--- src/rtl/demux_pkg.sv ---
// Shared constants and helpers for the 1:N stream demultiplexer.
// Optional feature macro: DEMUX_BROADCAST_EN (adds the Broadcast_In port).
package demux_pkg;

    // Largest supported channel count and default word width.
    localparam int DEMUX_MAX_CHANNELS  = 64;
    localparam int DEMUX_DEFAULT_WIDTH = 8;

    // Width of a channel select field: never narrower than one bit,
    // so a two-channel demux still has a usable select input.
    function automatic int sel_width(input int channels);
        if (channels <= 2) begin
            return 1;
        end
        return $clog2(channels);
    endfunction

endpackage

--- src/rtl/demux_chan_slot.sv ---
// One-entry output register slot for a single demux channel.
// Holds one word for the consumer and reports whether it can take a new
// word this cycle (empty, or being popped right now).
module demux_chan_slot
    import demux_pkg::*;
#(
    parameter int DATA_WIDTH = DEMUX_DEFAULT_WIDTH
) (
    input  logic                  Clock_In,
    input  logic                  Reset_In,
    input  logic                  Load_In,
    input  logic [DATA_WIDTH-1:0] Data_In,
    output logic                  Valid_Out,
    input  logic                  Ready_In,
    output logic [DATA_WIDTH-1:0] Data_Out,
    output logic                  Can_Accept_Out
);

    // Handshake: a word moves out when Valid_Out && Ready_In are both high on
    // a rising edge; once Valid_Out is raised it stays high and Data_Out stays
    // stable until that pop happens.
    assign Can_Accept_Out = !Valid_Out || Ready_In;

    // Slot state: load wins over pop so drain-and-refill happens in one cycle.
    always_ff @(posedge Clock_In) begin
        if (Reset_In) begin
            Valid_Out <= 1'b0;
            Data_Out  <= '0;
        end else if (Load_In) begin
            Valid_Out <= 1'b1;
            Data_Out  <= Data_In;
        end else if (Ready_In) begin
            // Data_Out keeps its last value; consumers qualify with valid.
            Valid_Out <= 1'b0;
        end
    end

endmodule

--- src/rtl/demux_1_n_stream.sv ---
// Registered, handshaked 1:N stream demultiplexer.
// A word on the single input stream is routed to the channel named by
// Select_In and parked in that channel's one-entry slot. An out-of-range
// select is accepted and dropped, raising a sticky error flag.
// Optional feature macro: DEMUX_BROADCAST_EN adds Broadcast_In, which loads
// the input word into every slot at once.
module demux_1_n_stream
    import demux_pkg::*;
#(
    parameter  int DATA_WIDTH = DEMUX_DEFAULT_WIDTH,
    parameter  int CHANNELS   = 4,
    localparam int SEL_WIDTH  = sel_width(CHANNELS)
) (
    input  logic                           Clock_In,
    input  logic                           Reset_In,
    input  logic                           Enable_In,
    input  logic                           Valid_In,
    output logic                           Ready_Out,
    input  logic [DATA_WIDTH-1:0]          Data_In,
    input  logic [SEL_WIDTH-1:0]           Select_In,
    output logic [CHANNELS-1:0]            Valid_Out,
    input  logic [CHANNELS-1:0]            Ready_In,
    output logic [CHANNELS*DATA_WIDTH-1:0] Data_Out,
    output logic                           Sel_Error_Out
`ifdef DEMUX_BROADCAST_EN
    ,
    input  logic                           Broadcast_In
`endif
);

    // Input handshake: a word is transferred on a rising edge where
    // Valid_In && Ready_Out. Ready_Out never depends on Valid_In, so the
    // producer may wait for ready before raising valid without deadlock.

    logic [CHANNELS-1:0] sel_onehot;
    logic [CHANNELS-1:0] can_accept;
    logic [CHANNELS-1:0] load;
    logic                sel_illegal;
    logic                broadcast;
    logic                transfer;

`ifdef DEMUX_BROADCAST_EN
    assign broadcast = Broadcast_In;
`else
    assign broadcast = 1'b0;
`endif

    // Select decode; when CHANNELS fills the select range every code is legal.
    generate
        if ((2 ** SEL_WIDTH) > CHANNELS) begin : g_sel_check
            assign sel_illegal = (Select_In >= SEL_WIDTH'(CHANNELS));
        end else begin : g_sel_full
            assign sel_illegal = 1'b0;
        end
    endgenerate

    for (genvar k = 0; k < CHANNELS; k++) begin : g_decode
        assign sel_onehot[k] = (Select_In == SEL_WIDTH'(k));
    end

    // Ready for the current request: broadcast needs every slot free, a legal
    // unicast needs only its own slot, an illegal select is always swallowed.
    always_comb begin
        Ready_Out = 1'b0;
        if (Enable_In) begin
            if (broadcast) begin
                Ready_Out = &can_accept;
            end else if (sel_illegal) begin
                Ready_Out = 1'b1;
            end else begin
                Ready_Out = |(can_accept & sel_onehot);
            end
        end
    end

    assign transfer = Valid_In && Ready_Out;

    // Per-slot load strobe; an illegal unicast select matches no slot.
    always_comb begin
        load = '0;
        if (transfer) begin
            load = broadcast ? {CHANNELS{1'b1}} : sel_onehot;
        end
    end

    // Sticky select error, cleared only by reset; broadcasts never set it.
    always_ff @(posedge Clock_In) begin
        if (Reset_In) begin
            Sel_Error_Out <= 1'b0;
        end else if (transfer && !broadcast && sel_illegal) begin
            Sel_Error_Out <= 1'b1;
        end
    end

    for (genvar k = 0; k < CHANNELS; k++) begin : g_slot
        demux_chan_slot #(
            .DATA_WIDTH(DATA_WIDTH)
        ) u_slot (
            .Clock_In      (Clock_In),
            .Reset_In      (Reset_In),
            .Load_In       (load[k]),
            .Data_In       (Data_In),
            .Valid_Out     (Valid_Out[k]),
            .Ready_In      (Ready_In[k]),
            .Data_Out      (Data_Out[k*DATA_WIDTH +: DATA_WIDTH]),
            .Can_Accept_Out(can_accept[k])
        );
    end

endmodule

--- config.mk ---
export PLATFORM = sky130hd
export DESIGN_NAME = demux_1_n_stream
export DESIGN_NICKNAME = d
export VERILOG_FILES = /design/src/rtl/demux_pkg.sv /design/src/rtl/demux_chan_slot.sv /design/src/rtl/demux_1_n_stream.sv
export SDC_FILE = /design/constraint.sdc
export NUM_CORES = 1
export LEC_CHECK = 0
export CORE_MARGIN = 3
export CORE_UTILIZATION = 39
export DETAILED_ROUTE_END_ITERATION = 10
export GPL_TIMING_DRIVEN = 0
export HOLD_SLACK_MARGIN = 0.12
export PLACE_DENSITY_LB_ADDON = 0.2
export SLEW_MARGIN = 20
export SYNTH_ARGS = -nofsm -noshare
export SYNTH_HDL_FRONTEND = slang
export SYNTH_SLANG_ARGS = --single-unit
export TNS_END_PERCENT = 5
--- constraint.sdc ---
create_clock -name Clock_In -period 1.2 [get_ports Clock_In]
set_input_delay 0.24 -clock Clock_In [delete_from_list [all_inputs] [get_ports Clock_In]]
set_output_delay 0.24 -clock Clock_In [all_outputs]
set_load 0.005 [all_outputs]
-- Word level (Yosys, flattened, before mapping)
Cells that the tools add are included.
W data, S select, Z words.
- register bits after elaboration: 36
- bits of input ports: 18
- output and inout bits: 38
- logic and storage cells: 37
- eq/ne operators: 3
- muxes and demuxes: 10
- bitwise gates (word level): 1
- reduce and logical (&&, ||, !) cells: 15
- operator list (kind ; number):
    $mux W1 ; 9
    $reduce_bool A2 Y1 ; 4
    $and A4 B4 Y4 ; 1
    $eq A2 B2 Y1 const B ; 2
    $logic_not A1 Y1 ; 4
    $logic_or A1 B1 Y1 ; 4
    $mux W4 ; 1
    $reduce_or A4 Y1 ; 1
    $eq A2 B1 Y1 const B ; 1
    $logic_not A2 Y1 ; 1
    $logic_and A1 B1 Y1 ; 1

-- Depth between registers and ports, before layout
- depth in word-level cells: 8
- depth in mapped cells: 4
- mapped depth without buffers: 3

-- Modules after synthesis
From an unflattened synthesis, not the netlist that was laid out.
- cell total of the unflattened synthesis: 132
- area total of the unflattened synthesis: 1367.6 µm²
- by module, submodules not included (module ; times used ; cells an instance ; area each (µm²) ; seq. area each (µm²)):
    demux_chan_slot ; 4 ; 30 ; 321.6 ; 180.2
    demux_1_n_stream ; 1 ; 12 ; 81.3 ; 0.0

-- Worst setup path after synthesis
No wires, ideal clock.
- kind: input-to-output
- start: input Ready_In[3]
- end: output Ready_Out
- arrival time: 1034 ps
- required time: 960 ps
- slack: -74 ps
- stages on the path: 3
- path buffers: 0
- cells stage by stage: nand2b_1 > mux4_2 > and2_2
- longest elaborated chain between the ends: 4
- ends and longest elaborated chain (item ; line ; RTL):
    from (decl) ; demux_1_n_stream.sv:22 ; input logic [CHANNELS-1:0] Ready_In,
    $logic_or A1 B1 Y1 ; demux_chan_slot.sv:22 ; assign Can_Accept_Out = !Valid_Out || Ready_In;
    $and A4 B4 Y4 ; demux_1_n_stream.sv:71 ; Ready_Out = |(can_accept & sel_onehot);
    $reduce_or A4 Y1 ; demux_1_n_stream.sv:71 ;
    $mux W1 ; demux_1_n_stream.sv:65 ; if (Enable_In) begin
    to (decl) ; demux_1_n_stream.sv:18 ; output logic Ready_Out,
Every way passes these cells.

-- Worst setup path in the final report
- start: register g_slot[3].u_slot.Valid_Out
- end: output Ready_Out
- longest elaborated chain between the ends: 5
- ends and longest elaborated chain (item ; line ; RTL):
    from (decl) ; demux_chan_slot.sv:13 ; output logic Valid_Out,
    from (signal assigned) ; demux_chan_slot.sv:27 ; Valid_Out <= 1'b0;
    from (signal assigned) ; demux_chan_slot.sv:30 ; Valid_Out <= 1'b1;
    from (signal assigned) ; demux_chan_slot.sv:34 ; Valid_Out <= 1'b0;
    $logic_not A1 Y1 ; demux_chan_slot.sv:22 ;
    $logic_or A1 B1 Y1 ; demux_chan_slot.sv:22 ;
    $and A4 B4 Y4 ; demux_1_n_stream.sv:71 ;
    $reduce_or A4 Y1 ; demux_1_n_stream.sv:71 ;
    $mux W1 ; demux_1_n_stream.sv:65 ;
Every way passes these cells.

==> impl_metrics.csv <==
group,metric,value,unit
synthesis,muxShareOfSynthArea,22.7,%
synthesis,synth_top_family_by_area,"simple AND/OR/NAND/NOR gates",
routing,final_ant_viol_nets,0,
synthesis,synth-seq-cells,36,
final_layout,post_layout_nonfiller_instances,254,
clock_tree,cts_buffers,5,
global_route,grt_antenna_before_repair,0,
clock_tree,cts_tree,"yes",
clock_tree,cts_max_path_buffers,2,
die,dieWidth,68.3,µm
timing,maximum_frequency_from_static_timing_analysis,601,MHz
synthesis,netlist.area_leader.share,47.6,%
worst_setup_path,critical_path.endpoint_type,"output pin",
placement,placed_instances,243,
final_layout,final_net_count,223,
timing,worst_hold_slack,306,ps
global_route,grt_use_met2,29.0,%
synthesis,synth.lib_cells_used.distinct,17,
status,violations,"setup timing",
global_route,groute.layer.met1.usage,18.4,%
final_layout,fillerInstances,360,
worst_setup_path,worstSetupPathType,"flip-flop to output pin",
clock_tree,clk_latency,280,ps
run,drv_cap,0,
synthesis,synth-xor-area-share,0,%
power,cellLeakagePower,1.17,nW
synthesis,adder_and_majority_gate_portion_of_the_synthesized_area,0,%
die,i_o_pin_cnt,56,
synthesis,yosysTopAreaCell,"dfxtp_1",
global_route,groute.usage.overall,16.8,%
routing,detail_route.drc_violations,0,
clock_tree,ctsHtreeMaxLevel,2,
synthesis,yosysSeqAreaShare,47.6,%
die,design.core.area,0.00369,mm²
synthesis,synth_nets,159,
routing,via_per_inst,4.77,
status,outcome,"complete, but fails checks",
routing,detail_route.iter0.violations,60,
worst_setup_path,worstSetupStartpointType,"flip-flop",
synthesis,netlist_area,0.00151,mm²
worst_setup_path,reg2reg_slack,-70,ps
synthesis,cell_count_after_synthesis,141,
worst_setup_path,critical_path_cell_by_cell,"nand2b_4, mux4_2, and2_4, buf_6",
clock_tree,cts_num_sinks,36,
global_route,grt_use_met3,6.73,%
worst_setup_path,cp_data_required_time,960,ps
synthesis,synth.area.top_cells,"dfxtp_1, mux2i_1, nand2b_1, buf_4, mux4_2",
timing,clock-skew-final,3.11,ps
die,floorplan.initialDensity,41.0,%
global_route,busiest_layer,"met2",
synthesis,synth-simple-area-share,22.9,%
placement,place.port_buffers,54,
final_layout,drive_above_1_share,23.3,%
timing,totalNegativeSetupSlack,-937,ps
global_route,grt_max_degree,12,
clock_tree,cts_root_buffer,"clkbuf_8",
synthesis,synth_compound_gate_area_share,1.32,%
worst_setup_path,timing.critical_path.slowest_stage_cell,"mux4_2",
timing,timing_max_transition_violations_final,0,
die,die-area,0.00466,mm²
clock_tree,clk_pin_slew,70,ps
die,floorplan.rows,22,
worst_setup_path,largest_fanout_on_the_critical_path,2,
routing,vias,1212,
global_route,first_global_vias,1228,
timing,hold_violations,0,
final_layout,num_antenna_cells,0,
final_layout,layout-area-overhead-vs-synth,49.7,%
timing,period_share,139,%
placement,finalWeightedCongestion,0.738,
worst_setup_path,critPathArrivalTime,1430,ps
die,vert_die_dim,68.3,µm
placement,dpl.hpwl,2670,µm
worst_setup_path,crit_buf_inv,1,
power,vdd_ir_drop_max,0.856,mV
worst_setup_path,timing.critical_path.slowest_cell_delay,460,ps
global_route,first_pass_grt_wire_length,5580,µm
min_path,min-delay-path-class,"input pin to flip-flop",
routing,totalWireLength,3630,µm
power,power_per_cell_area,1160,mW/mm²
worst_setup_path,cpLargestDelayFamily,"multiplexers",
final_layout,mostFrequentLayoutCells,"nand2b_1, dlygate4sd2_1, mux2i_1",
power,total_power,0.00263,W
synthesis,synthesis_warning_total,0,
final_layout,final_common_cell,"nand2b_1",
routing,route.detailed.wl_per_inst,14.3,µm
global_route,globalRoute.totalOverflow,0,
synthesis,syn_area_per_cell,10.7,µm²
timing,grt_setup_unrepaired,"yes",
timing,final_setup_viols,9,
timing,final_critical_path_setup_slack,-465,ps
routing,drt_pass1_iterations,4,
timing,layout_min_cycle_time,1670,ps
==> synth_stat cells <==
cell and instances:
a21oi_1 4, and2_2 1, buf_2 3, buf_4 5
buf_6 1, clkbuf_1 4, conb_1 1, dfxtp_1 36
mux2i_1 32, mux4_2 1, nand2_1 1, nand2b_1 46
nand4_1 1, nand4b_1 2, nor2b_1 1, or3_2 1
or4b_1 1
==> registers in the layout, summed over array words and instances (netlist names) <==
signal                   flops
g_slot.u_slot.Data_Out      32
g_slot.u_slot.Valid_Out      4
==> layout make-up <==
class / instances / area (µm²) / area share, %
multi-input cells: 92 / 748 / 33.0
flip-flops and latches: 36 / 736 / 32.5
repair buffers: 57 / 499 / 22.0
clock buffers: 7 / 96.3 / 4.25
plain buffers: 13 / 95.1 / 4.20
well taps: 48 / 60.1 / 2.65
clock inverters: 1 / 30.0 / 1.33
==> worst paths after layout <==
kind | start | endpoint | depth (start not counted)
setup / recovery | g_slot[3].u_slot.Valid_Out | Ready_Out | 4
hold / removal | Select_In[1] | g_slot[3].u_slot.Valid_Out | 3
setup reg to reg | g_slot[0].u_slot.Valid_Out | g_slot[0].u_slot.Data_Out[4] | 4
hold reg to reg | g_slot[1].u_slot.Data_Out[7] | g_slot[1].u_slot.Data_Out[7] | 2
==> power by group <==
part	switching (W)	total [W]	internal, W
Sequential	0.0000154	0.00124	0.00122
Clock	0.000421	0.00115	0.000733
Combinational	0.0000973	0.000241	0.000144
==> kinds of logic after synthesis <==
kind of cell           count (synthesis)
muxes                                 33
AOI/OAI and AO/OA                      4
DFF                                   36
other                                  1
and+or+nand+nor                       54
buffers and inverters                 13
==> layer usage <==
metal | vias up | share of wire (%)
li1 | 591 | -
met3 | 6 | 6.3
met1 | 579 | 42
met5 | - | 0
met4 | 0 | 1.6
met2 | 36 | 50
==> timing repair <==
action                                  CTS  global route
gates resized for setup                  67             8
hold buffers                              0             0
endpoints found under the hold margin     0             0
gates cloned                              0             0
endpoints found under the setup margin   69            29
setup buffers                             3             0
==> stage by stage <==
stage                     worst slack [ps]  area [µm²]  util (%)
after global routing                  -509        2260      61.4
final                                 -465        2260      61.4
after global placement                -931        2120      57.6
after floorplan                      -12.8        1520         -
after CTS                             -467        2250      61.1
after detailed placement              -967        2120      57.6
==> worst min-delay path, cell delays in order <==
cell and delay [ps]:
clkbuf_2 130, nand4_1 110, a21oi_1 70
Note: power is estimated with default switching activity, not from simulation.
